### src/rtl/int_iq1_slot8.sv
// -----------------------------------------------------------------------------
// int_iq1_slot8 : eight-entry integer issue queue with age-ordered selection.
//
// Each entry holds a 32-bit payload, a 5-bit slot index, two 6-bit source tags
// and their ready bits. Broadcast tags wake matching sources. Every cycle the
// oldest entry (by enqueue order) with both sources ready is moved into a
// single-entry issue register whenever that register is empty or being
// consumed. Each move returns the entry's slot index to the free list one
// cycle later.
//
// Ports
//   Clk, Rest            clock, synchronous active-high reset
//   EnqValid/EnqSlot     enqueue strobe and slot index (bits [4:2] pick entry)
//   EnqSrc1/EnqSrc2      source tags of the enqueued op
//   EnqSrc1Rdy/Src2Rdy   source already ready at enqueue
//   EnqData              opaque payload
//   WakeValid/WakeTag    result-tag broadcast
//   Flush                drop every entry and the issue register
//   IssueReady           execute unit accepts the issue register
//   IssueValid/Data/Slot issue register
//   FreeWable/FreeDin    one-cycle slot return to the free list
//   Occupancy            number of valid entries (0..8)
//   SlotErr              sticky bad-enqueue flag
//
// Optional feature: define INT_IQ_SLOT_CHECK_EN to reject enqueues that hit an
// occupied entry or carry a misaligned slot index (EnqSlot[1:0] != 0), and to
// flag them on SlotErr. Without it SlotErr is tied low and such an enqueue
// simply overwrites the entry, which then becomes the youngest.
// -----------------------------------------------------------------------------
module int_iq1_slot8 (
  input  logic        Clk,
  input  logic        Rest,
  input  logic        EnqValid,
  input  logic [4:0]  EnqSlot,
  input  logic [5:0]  EnqSrc1,
  input  logic [5:0]  EnqSrc2,
  input  logic        EnqSrc1Rdy,
  input  logic        EnqSrc2Rdy,
  input  logic [31:0] EnqData,
  input  logic        WakeValid,
  input  logic [5:0]  WakeTag,
  input  logic        Flush,
  input  logic        IssueReady,
  output logic        IssueValid,
  output logic [31:0] IssueData,
  output logic [4:0]  IssueSlot,
  output logic        FreeWable,
  output logic [4:0]  FreeDin,
  output logic [3:0]  Occupancy,
  output logic        SlotErr
);

  logic [7:0]  entValid;
  logic [31:0] entData [8];
  logic [4:0]  entSlot [8];
  logic [5:0]  entTag1 [8];
  logic [5:0]  entTag2 [8];
  logic [7:0]  entRdy1;
  logic [7:0]  entRdy2;

  // Age matrix stored row-wise: olderMask[i][j] = 1 means entry j was
  // enqueued before entry i. Bits for invalid entries may be stale; they are
  // masked by eligibility and rewritten when that entry is enqueued again.
  logic [7:0]  olderMask [8];

  logic [2:0]  enqIdx;
  logic        enqAccept;
  logic        enqRdy1;
  logic        enqRdy2;
  logic [7:0]  eligible;
  logic [7:0]  selOneHot;
  logic [2:0]  selIdx;
  logic        doLoad;
  logic [7:0]  validNext;
  logic [3:0]  occNext;

  assign enqIdx = EnqSlot[4:2];

  // A source matching a same-cycle broadcast is captured as already ready.
  assign enqRdy1 = EnqSrc1Rdy || (WakeValid && (WakeTag == EnqSrc1));
  assign enqRdy2 = EnqSrc2Rdy || (WakeValid && (WakeTag == EnqSrc2));

`ifdef INT_IQ_SLOT_CHECK_EN
  logic enqBad;
  logic slotErrQ;

  assign enqBad    = EnqValid && (entValid[enqIdx] || (EnqSlot[1:0] != 2'b00));
  assign enqAccept = EnqValid && !enqBad;
  assign SlotErr   = slotErrQ;

  // Sticky until reset; a flushed enqueue never counts as an attempt.
  always_ff @(posedge Clk) begin
    if (Rest) begin
      slotErrQ <= 1'b0;
    end else if (enqBad && !Flush) begin
      slotErrQ <= 1'b1;
    end
  end
`else
  assign enqAccept = EnqValid;
  assign SlotErr   = 1'b0;
`endif

  // Oldest-eligible pick: an eligible entry wins when no other eligible entry
  // is older than it. The age order is total over valid entries, so at most
  // one bit of selOneHot is set.
  always_comb begin
    eligible  = entValid & entRdy1 & entRdy2;
    selOneHot = '0;
    selIdx    = '0;
    for (int i = 0; i < 8; i++) begin
      selOneHot[i] = eligible[i] && ((eligible & olderMask[i]) == 8'd0);
    end
    for (int i = 0; i < 8; i++) begin
      if (selOneHot[i]) begin
        selIdx = 3'(i);
      end
    end
    doLoad = (!IssueValid || IssueReady) && (eligible != 8'd0);

    // An enqueue into the entry being issued this edge keeps the new op.
    validNext = entValid;
    if (doLoad) begin
      validNext[selIdx] = 1'b0;
    end
    if (enqAccept) begin
      validNext[enqIdx] = 1'b1;
    end

    occNext = '0;
    for (int i = 0; i < 8; i++) begin
      occNext = occNext + {3'b000, validNext[i]};
    end
  end

  // Entry storage, wakeup, age update and the issue/return registers.
  always_ff @(posedge Clk) begin
    if (Rest) begin
      entValid   <= '0;
      entRdy1    <= '0;
      entRdy2    <= '0;
      for (int i = 0; i < 8; i++) begin
        olderMask[i] <= '0;
      end
      IssueValid <= 1'b0;
      IssueData  <= '0;
      IssueSlot  <= '0;
      FreeWable  <= 1'b0;
      FreeDin    <= '0;
      Occupancy  <= '0;
    end else if (Flush) begin
      // The free list re-initialises itself, so nothing is returned here.
      entValid   <= '0;
      IssueValid <= 1'b0;
      FreeWable  <= 1'b0;
      Occupancy  <= '0;
    end else begin
      entValid  <= validNext;
      Occupancy <= occNext;

      if (WakeValid) begin
        for (int i = 0; i < 8; i++) begin
          if (entValid[i] && (entTag1[i] == WakeTag)) begin
            entRdy1[i] <= 1'b1;
          end
          if (entValid[i] && (entTag2[i] == WakeTag)) begin
            entRdy2[i] <= 1'b1;
          end
        end
      end

      FreeWable <= doLoad;
      if (doLoad) begin
        IssueValid <= 1'b1;
        IssueData  <= entData[selIdx];
        IssueSlot  <= entSlot[selIdx];
        FreeDin    <= entSlot[selIdx];
      end else if (IssueReady) begin
        IssueValid <= 1'b0;
      end

      // New entry is younger than everything: all others become older than
      // it, and it is removed from every other row's older set.
      if (enqAccept) begin
        entData[enqIdx]   <= EnqData;
        entSlot[enqIdx]   <= EnqSlot;
        entTag1[enqIdx]   <= EnqSrc1;
        entTag2[enqIdx]   <= EnqSrc2;
        entRdy1[enqIdx]   <= enqRdy1;
        entRdy2[enqIdx]   <= enqRdy2;
        olderMask[enqIdx] <= ~(8'b0000_0001 << enqIdx);
        for (int k = 0; k < 8; k++) begin
          if (3'(k) != enqIdx) begin
            olderMask[k][enqIdx] <= 1'b0;
          end
        end
      end
    end
  end

endmodule

### config.mk
export PLATFORM = sky130hd
export DESIGN_NAME = int_iq1_slot8
export DESIGN_NICKNAME = d
export VERILOG_FILES = /design/src/rtl/int_iq1_slot8.sv
export SDC_FILE = /design/constraint.sdc
export NUM_CORES = 1
export LEC_CHECK = 0
export CAP_MARGIN = 5
export CORE_UTILIZATION = 30
export DETAILED_ROUTE_END_ITERATION = 12
export GPL_ROUTABILITY_DRIVEN = 0
export HOLD_SLACK_MARGIN = 0.05
export SLEW_MARGIN = 10
export SYNTH_ARGS = -nofsm -noshare
export SYNTH_HDL_FRONTEND = slang
export SYNTH_SLANG_ARGS = --single-unit
### constraint.sdc
create_clock -name Clk -period 5.28 [get_ports Clk]
set_input_delay 0.528 -clock Clk [delete_from_list [all_inputs] [get_ports Clk]]
set_output_delay 0.528 -clock Clk [all_outputs]
set_load 0.005 [all_outputs]
==> results.json <==
{
  "synth_edf_count": 448,
  "outcome": "completed",
  "hold_viol_final": 0,
  "antenna_cells": 0,
  "initial_core_util_pct": 30.37,
  "crit_chain": "nand3_1 > o2111a_1 > and3_1 > nor4_1 > nand3b_1 > o21ai_0 > and2_1 > fa_1 > fa_1 > fa_1 > inv_1 > ha_1 > inv_1 > fa_1 > xor2_1 > nor2_1",
  "area_growth_pct": 18.39,
  "reg2reg_from": "entValid[2]",
  "fp-row-count": 97,
  "die_x_um": 268.5,
  "cts_tree": "built",
  "cp_max_fo": 8,
  "yosys-top-cells-area": "edfxtp_1 (63%), dfxtp_1 (6.3%), mux2i_1 (5.2%)",
  "chipHeight_um": 268.5,
  "io_pins": 112,
  "cts-root-buf": "clkbuf_16",
  "setup-violations-final": 0,
  "critPathSlowestCell": "nor4_1",
  "grt_start_max_net_pins": 75,
  "post_cts_resized": 0,
  "cp-end-kind": "flip-flop",
  "worst_pin_slew_ps": 1282,
  "worstSkewPairLatency_ps": 620,
  "ir_drop_v": 0.0002686,
  "wire_per_inst_um": 21.87,
  "yosysWarningCount": 0,
  "cpMostUsedCell": "fa_1",
  "hold_depth": 4,
  "grt-ovfl-total": 0,
  "rsz0062_at_grt": "no",
  "antenna_left": 0,
  "power.total_mw": 8.431,
  "routed_via_density": 5.063,
  "synth_area_per_cell_um2": 13.93,
  "min_path_type": "in -> reg",
  "crit_type": "reg -> reg",
  "critPathMaxStageDelay_ps": 580,
  "post_cts_buffers": 0,
  "path_clk_slew_ps": 60,
  "routed_wl_mm": 57.22,
  "nets": 1704,
  "min_period_ps": 5014,
  "synth_top_cell_area_share_pct": 63.14,
  "yosysTopAreaCell": "edfxtp_1",
  "initialDrtViolationCount": 1294,
  "layout_common_cells": "edfxtp_1 (448), mux2i_1 (111), clkdlybuf4s50_1 (109)",
  "fin_tns_setup_ps": 0,
  "grt_util_all_layers_pct": 15.69,
  "power_leakage_nw": 9.603,
  "dr.pass1.iters": 6,
  "drc": 0,
  "vias": 13240,
  "timing_max_transition_violations_final": 0,
  "final_common_cell": "edfxtp_1",
  "netlist_instances": 1530,
  "numPortBuffers": 110,
  "dp_hpwl_mm": 33.59,
  "critPathArrivalTime_ps": 5490,
  "cts.sinks": 515,
  "syn-cell-area_um2": 21310,
  "ys_seq_elements": 515,
  "grt_antenna_before_repair": 0,
  "ys.flop_type": "edfxtp_1",
  "ctsLongestPathBuffers": 3,
  "fin_crit_sh_pct": 94.95,
  "cts_buffers": 51,
  "rr_worst_depth": 16,
  "fin_skew_ps": 42.08,
  "relSlewSlack_pct": 14.24,
  "critPathLaunchType": "flip-flop",
  "ys_types": 52,
  "grt_pass1_vias": 13260,
  "dieArea_um2": 72090,
  "ys_seq_area_share_pct": 69.44,
  "drive_above_1_share_pct": 8.353,
  "power.density_nw_per_um2": 334.2,
  "core_area_um2": 70150,
  "grt_first_pass_wirelength_mm": 84.08,
  "hold_buffers": 0,
  "cp.required_ps": 5760,
  "hold_path_startpoint": "Rest",
  "cap_violations": 0,
  "htreeDepth": 2,
  "synthArstFlopShare_pct": 0,
  "max_freq_mhz": 199.5,
  "startpoint": "entValid[2]"
}
## worst max-delay path: cells and delay by family, from the launching register on
kind	cells	cell delay, ps
AOI/OAI and AO/OA	2	600
DFF	1	380
and+or+nand+nor	6	1590
buffers and inverters	2	140
adders and majority gates	5	1990
xor gates and xnor gates	1	170
## path summary, 6_finish.rpt
check	slack, ps	end
min	460	entValid[0]
min reg2reg	500	entRdy1[3]
max	270	Occupancy[2]
max reg2reg	270	Occupancy[2]
## report_power, final
| part | internal [mW] | total, mW | switching (mW) |
|---|---|---|---|
| sequential | 4.49 | 4.52 | 0.0296 |
| combinational | 0.107 | 0.290 | 0.183 |
| clock | 2.08 | 3.62 | 1.54 |
| total | 6.68 | 8.43 | 1.75 |
## synth_stat cells (2+ instances only)
library cell	n
edfxtp_1	448
mux2i_1	111
nand3_1	84
o21ai_0	79
clkbuf_1	78
a31oi_1	74
nand2_1	73
dfxtp_1	67
xor2_1	67
inv_1	61
nor2_1	58
xnor2_1	42
o211a_1	38
o21bai_1	37
nand4_1	32
nor3_1	21
a211oi_1	20
a21oi_1	20
nor4_1	20
buf_2	13
buf_1	8
buf_4	8
and3_1	6
o2111ai_1	6
nor2b_1	5
a41oi_1	4
and2_1	4
and4b_1	4
fa_1	4
nand2b_1	4
or3_1	4
a22o_1	3
ha_1	3
nand4b_1	3
a211o_1	2
buf_6	2
o21a_1	2
## through the flow
step / instances / area, µm² / setup WS (ps) / utilization (%) / hold slack (ps)
after floorplan: 1537 / 21340 / 639.0 / - / 473.8
after global placement: 2521 / 23560 / 454.5 / 33.59 / 499.5
after detailed placement: 2521 / 23560 / 424.7 / 33.59 / 492.0
after CTS: 2616 / 25220 / 365.4 / 35.96 / 417.5
after global routing: 2616 / 25220 / 20.04 / 35.96 / 425.1
final: 2616 / 25220 / 266.5 / 35.96 / 460.1
## routing by layer
metal | global-route usage (%) | vias up | share of wire [%]
met5 | 0 | - | 0
met4 | 5.482 | 0 | 2.9
met3 | 2.703 | 103 | 6.5
met2 | 25.22 | 515 | 47
met1 | 21.32 | 6648 | 44
li1 | - | 5978 | -
## state kept, by name, summed over array words and instances (netlist names)
signal      count
entData       256
olderMask      56
entTag1        48
entTag2        48
entSlot        40
IssueData      32
entRdy1         8
entRdy2         8
entValid        8
FreeDin         5
Occupancy       4
FreeWable       1
IssueValid      1
## cells by family after synthesis
logic type / Yosys count / share of synthesized area [%]
XOR/XNOR: 109 / 4.481
flip-flops: 515 / 69.44
AO/OA/AOI/OAI: 291 / 9.379
other: 1 / 0.01760
adder cells (fa/ha/maj): 7 / 0.5521
buffers and inverters: 171 / 3.306
multiplexers: 111 / 5.215
AND/OR/NAND/NOR: 325 / 7.611
## final cells by class
class,instances,area [µm²]
tap,940,1176
inverter,61,229.0
fill,6789,44930
multi-input combinational,851,5901
sequential,515,14790
timing repair buffer,154,1464
clock buffer,72,1425
clock inverter,23,234.0
No activity file was read; power rests on OpenSTA's default activity.
